[src/rtl/serial_add_ctrl.sv]
// serial_add_ctrl
// Sequencer for a wide unsigned add. One 8-bit add slice (a + b + carry) is
// reused once per clock over NBYTES byte lanes, least-significant lane first.
// The carry between lanes is kept in a register.
//
// Parameters:
//   NBYTES  number of 8-bit lanes (2..16); operand width is 8*NBYTES
//
// Ports:
//   clk    in   system clock, rising edge
//   rst_n  in   asynchronous active-low reset
//   start  in   request; accepted when busy=0 (IDLE or DONE)
//   a, b   in   operands, captured on the accepting edge
//   cin    in   carry-in, captured on the accepting edge
//   busy   out  high while lanes are being processed
//   done   out  one-cycle pulse, sum/cout valid
//   sum    out  result, held until the next accepted start
//   cout   out  carry out of the most significant lane
//   ovf    out  signed overflow (only when SERIAL_ADD_OVF_EN is defined)
//
// Optional feature macro: SERIAL_ADD_OVF_EN adds the registered ovf output.
module serial_add_ctrl #(
    parameter int NBYTES = 4
) (
    input  logic                clk,
    input  logic                rst_n,
    input  logic                start,
    input  logic [8*NBYTES-1:0] a,
    input  logic [8*NBYTES-1:0] b,
    input  logic                cin,
    output logic                busy,
    output logic                done,
    output logic [8*NBYTES-1:0] sum,
`ifdef SERIAL_ADD_OVF_EN
    output logic                ovf,
`endif
    output logic                cout
);

    localparam int W  = 8 * NBYTES;
    localparam int IW = (NBYTES > 1) ? $clog2(NBYTES) : 1;
    localparam logic [IW-1:0] LAST_IDX = IW'(NBYTES - 1);

    typedef enum logic [1:0] {
        IDLE = 2'd0,
        RUN  = 2'd1,
        DONE = 2'd2
    } state_t;

    state_t          state_reg;
    state_t          state_next;
    logic            accept;

    logic [W-1:0]    a_reg;
    logic [W-1:0]    b_reg;
    logic            carry_reg;
    logic [IW-1:0]   idx_reg;
    logic            cout_reg;

    logic [7:0]      a_lane [NBYTES];
    logic [7:0]      b_lane [NBYTES];
    logic [7:0]      a_sel;
    logic [7:0]      b_sel;
    logic [8:0]      lane_sum;
    logic            last_lane;

`ifdef SERIAL_ADD_OVF_EN
    logic            ovf_reg;
`endif

    // Split the captured operands into byte lanes; the running lane is then
    // picked with the lane index.
    // Each result lane owns its own register and is only written when the
    // index points at it, so unprocessed lanes keep the previous result.
    generate
        for (genvar gi = 0; gi < NBYTES; gi++) begin : g_lane
            logic [7:0] lane_q;

            assign a_lane[gi] = a_reg[8*gi +: 8];
            assign b_lane[gi] = b_reg[8*gi +: 8];

            always_ff @(posedge clk or negedge rst_n) begin
                if (!rst_n) begin
                    lane_q <= 8'd0;
                end else if (busy && (idx_reg == IW'(gi))) begin
                    lane_q <= lane_sum[7:0];
                end
            end

            assign sum[8*gi +: 8] = lane_q;
        end
    endgenerate

    assign a_sel     = a_lane[idx_reg];
    assign b_sel     = b_lane[idx_reg];
    assign lane_sum  = {1'b0, a_sel} + {1'b0, b_sel} + {8'd0, carry_reg};
    assign last_lane = (idx_reg == LAST_IDX);

    // State register
    always_ff @(posedge clk or negedge rst_n) begin
        if (!rst_n) begin
            state_reg <= IDLE;
        end else begin
            state_reg <= state_next;
        end
    end

    // Next state and handshake outputs. DONE accepts a new start directly so
    // back-to-back operations have no idle cycle between them.
    always_comb begin
        state_next = state_reg;
        busy       = 1'b0;
        done       = 1'b0;
        accept     = 1'b0;
        case (state_reg)
            IDLE: begin
                if (start) begin
                    accept     = 1'b1;
                    state_next = RUN;
                end
            end
            RUN: begin
                busy = 1'b1;
                if (last_lane) begin
                    state_next = DONE;
                end
            end
            DONE: begin
                done = 1'b1;
                if (start) begin
                    accept     = 1'b1;
                    state_next = RUN;
                end else begin
                    state_next = IDLE;
                end
            end
            default: begin
                state_next = IDLE;
            end
        endcase
    end

    // Operand capture, lane index, inter-lane carry and final flags.
    // The index wraps back to 0 on the last lane so it never leaves
    // the 0..NBYTES-1 range.
    always_ff @(posedge clk or negedge rst_n) begin
        if (!rst_n) begin
            a_reg     <= '0;
            b_reg     <= '0;
            carry_reg <= 1'b0;
            idx_reg   <= '0;
            cout_reg  <= 1'b0;
`ifdef SERIAL_ADD_OVF_EN
            ovf_reg   <= 1'b0;
`endif
        end else if (accept) begin
            a_reg     <= a;
            b_reg     <= b;
            carry_reg <= cin;
            idx_reg   <= '0;
        end else if (busy) begin
            carry_reg <= lane_sum[8];
            if (last_lane) begin
                idx_reg  <= '0;
                cout_reg <= lane_sum[8];
`ifdef SERIAL_ADD_OVF_EN
                // Same-sign operands giving a result of the other sign
                ovf_reg  <= (a_sel[7] == b_sel[7]) && (lane_sum[7] != a_sel[7]);
`endif
            end else begin
                idx_reg <= idx_reg + IW'(1);
            end
        end
    end

    assign cout = cout_reg;
`ifdef SERIAL_ADD_OVF_EN
    assign ovf  = ovf_reg;
`endif

endmodule

[config.mk]
export PLATFORM = sky130hd
export DESIGN_NAME = serial_add_ctrl
export DESIGN_NICKNAME = d
export VERILOG_FILES = /design/src/rtl/serial_add_ctrl.sv
export SDC_FILE = /design/constraint.sdc
export NUM_CORES = 1
export LEC_CHECK = 0
export CAP_MARGIN = 15
export CORE_ASPECT_RATIO = 0.8
export CORE_MARGIN = 2
export CORE_UTILIZATION = 50
export DETAILED_ROUTE_END_ITERATION = 10
export PLACE_DENSITY = 0.79
export SYNTH_ARGS = -nofsm -noshare
export SYNTH_HDL_FRONTEND = slang
export SYNTH_SLANG_ARGS = --single-unit
[constraint.sdc]
create_clock -name clk -period 3.4 [get_ports clk]
set_input_delay 0.68 -clock clk [delete_from_list [all_inputs] [get_ports clk]]
set_output_delay 0.68 -clock clk [all_outputs]
set_load 0.01 [all_outputs]
==> results.yml <==
setup_path:
  critPathCaptureType: "flop"
  cp.required_ns: 3.68
  cp_max_fo: 8
  critPathLaunchType: "flop"
  critPathArrivalTime_ns: 3.25
  criticalPathCategory: "flop to flop"
clock_network:
  cts_root_buffer: "clkbuf_16"
  cts.path.max_buffers: 2
  htreeDepth: 3
  postCtsSetupBuffers: 0
  clkTransAtPathRegs_ns: 0.07
  clk_latency_ns: 0.34
  cts_tree: "built"
  cts_buffers: 9
  cts-resized-gates: 0
  ctsHoldBuffers: 0
  cts_sinks: 102
floorplanning:
  core_sq_um: 9530
  start_util_pct: 50.7
  ios: 103
  rows: 32
  die_w_um: 114
  die-area_sq_um: 10500
  die_h_um: 91.9
drt:
  ant_nets: 0
  drtIter0Drc: 198
  vias_per_cell: 5.58
  route.vias.total: 3311
  drc_errors: 0
  routed_wirelength_mm: 10.5
  firstDrtPassIters: 4
  wl_per_cell_um: 17.8
synthesis:
  synth_top_area_share_pct: 52.9
  syn_avg_cell_area_sq_um: 13.0
  synthTopCellsByCount: "dfrtp_1 (102), mux2_2 (67), nand2_1 (37)"
  netlist_area_sq_um: 4830
  synth_area_leaders: "dfrtp_1 (53%), mux2_2 (16%), mux4_2 (7.5%)"
  synthFlopType: "dfrtp_1"
  async_flop_share_pct: 100
  synth.net_count: 453
  post-synth-top-count-cell: "dfrtp_1"
  yosys_warnings: 0
  postSynthCellCount: 372
  synth_edf_count: 0
  seq_area_frac_synth_pct: 52.9
  ys_ff_latch: 102
  ys_types: 42
  synth_area_leader_cell: "dfrtp_1"
power_and_ir_drop:
  pwr-share-seq_pct: 29.7
  power_density_nw_per_um2: 1200
  p_sw_share_pct: 40.6
  p_int_mw: 4.44
  combPwrFrac_pct: 56.7
  power_frac_clock_pct: 13.6
  max-vdd-ir-drop_mv: 0.769
  p_leak_nw: 2.57
  power.switching_mw: 3.03
final_layout:
  final_nets: 551
  num-fill-cells: 727
  seqCellArea_sq_um: 2550
  diodes: 0
  syn_to_final_growth_pct: 29.2
  drive_gt1_share_pct: 23.2
  multi_input_area_sq_um: 2130
  fin_area_sq_um: 6240
run_status:
  status: "finished clean"
global_routing:
  grt_pass1_wl_mm: 17.5
  antenna_found_initial: 0
  grt_pass1_vias: 3493
  grt.overflow.total: 0
  grt_max_degree: 69
  track_usage_pct: 21.7
hold_path:
  worst_hold_path_type: "input port to async pin"
timing:
  rsz0062_at_grt: "no"
  worst_pin_slew_ns: 0.842
  finalHoldViolCount: 0
  min_period_ns: 2.97
  fin_setup_tns_ns: 0
  fin_skew_ns: 0.00755
  fmax_ghz: 0.337
  final-setup-viol-count: 0
  maxSlewViolCount: 0
  fin_crit_sh_pct: 87.3
  slew-limit-headroom_pct: 43.9
place:
  hpwl_mm: 7.69
  portBuffers: 102
  place.gp.congestion: 0.804
  placed_area_sq_um: 5950
flow_run:
  cap_violations: 0
-- cell usage in the layout (no fill, tap or decap), drive strengths merged, types with 2 or more instances in the layout --
cell           count
dfrtp            102
clkdlybuf4s50    101
mux2              70
nand2             37
nor2              19
o21ai             18
mux4              16
clkbuf            12
ha                11
nand3              8
buf                8
or3                7
a211oi             7
inv                6
nand2b             6
o31ai              5
a21oi              5
nor4b              4
nor3               4
nand3b             4
o211ai             4
xnor2              2
mux2i              2
fa                 2
clkinvlp           2
nor2b              2
o21bai             2
-- power by group through the flow --
stage	sequential (mW)	clock (mW)	combinational, mW
floorplan	2.19	0	2.93
global placement	2.21	0	4.04
detailed placement	2.24	0	4.18
CTS	2.22	1.04	4.20
global route	2.30	1.09	4.66
finish	2.22	1.02	4.24
-- layout make-up --
| class | count | area share (%) |
|---|---|---|
| Multi-Input combinational cell | 242 | 34.1 |
| Sequential cell | 102 | 40.9 |
| Tap cell | 119 | 2.39 |
| Clock inverter | 3 | 0.722 |
| Clock buffer | 12 | 3.95 |
| Inverter | 6 | 0.361 |
| Timing Repair Buffer | 109 | 17.6 |
-- path summary, 6_finish.rpt --
check	from	end	slack (ns)	cells after the start
worst max-delay path	idx_reg[0]	g_lane[2].lane_q[6]	0.43	7
worst min-delay path	rst_n	g_lane[3].lane_q[5]	0.45	1
worst max register to register	idx_reg[0]	g_lane[2].lane_q[6]	0.43	7
worst min register to register	g_lane[2].lane_q[3]	g_lane[2].lane_q[3]	0.48	2
max in group asynchronous	rst_n	b_reg[0]	2.15	2
min in group clk	g_lane[2].lane_q[3]	g_lane[2].lane_q[3]	0.48	2
-- kinds of logic after synthesis --
kind of cell    synth area share [%]
compound gates                  6.40
buf+inv                         3.26
mux                             24.2
xor+xnor                       0.363
flops                           52.9
simple gates                    9.23
fa+ha+maj                       3.68
-- worst max-delay path, stage by stage, from the launching register on --
cell and delay (ns):
dfrtp_1 0.49, mux4_2 0.56, fa_1 0.48, fa_1 0.45, a21oi_2 0.24, o211ai_2 0.19, or3_1 0.41, nand3_1 0.10
-- through the flow --
stage          util (%)  power [mW]  instances  worst slack (ns)  hold WS, ns
2_1_floorplan         -        5.12        372             0.535        0.384
3_3_place_gp       62.4        6.25        578             0.520        0.463
3_5_place_dp       62.4        6.42        578             0.437        0.469
6_report           65.5        7.47        593             0.432        0.451
4_1_cts            65.5        7.46        593             0.436        0.484
5_1_grt            65.5        8.04        593             0.217        0.510
-- layer usage --
| metal | vias up | wire [um] | global-route usage, % |
|---|---|---|---|
| li1 | 1538 | - | - |
| met2 | 117 | 4850 | 34.2 |
| met1 | 1647 | 4720 | 29.6 |
| met5 | - | 0 | 0 |
| met3 | 9 | 868 | 6.68 |
| met4 | 0 | 95 | 5.79 |
No activity file was read; power rests on OpenSTA's default activity.
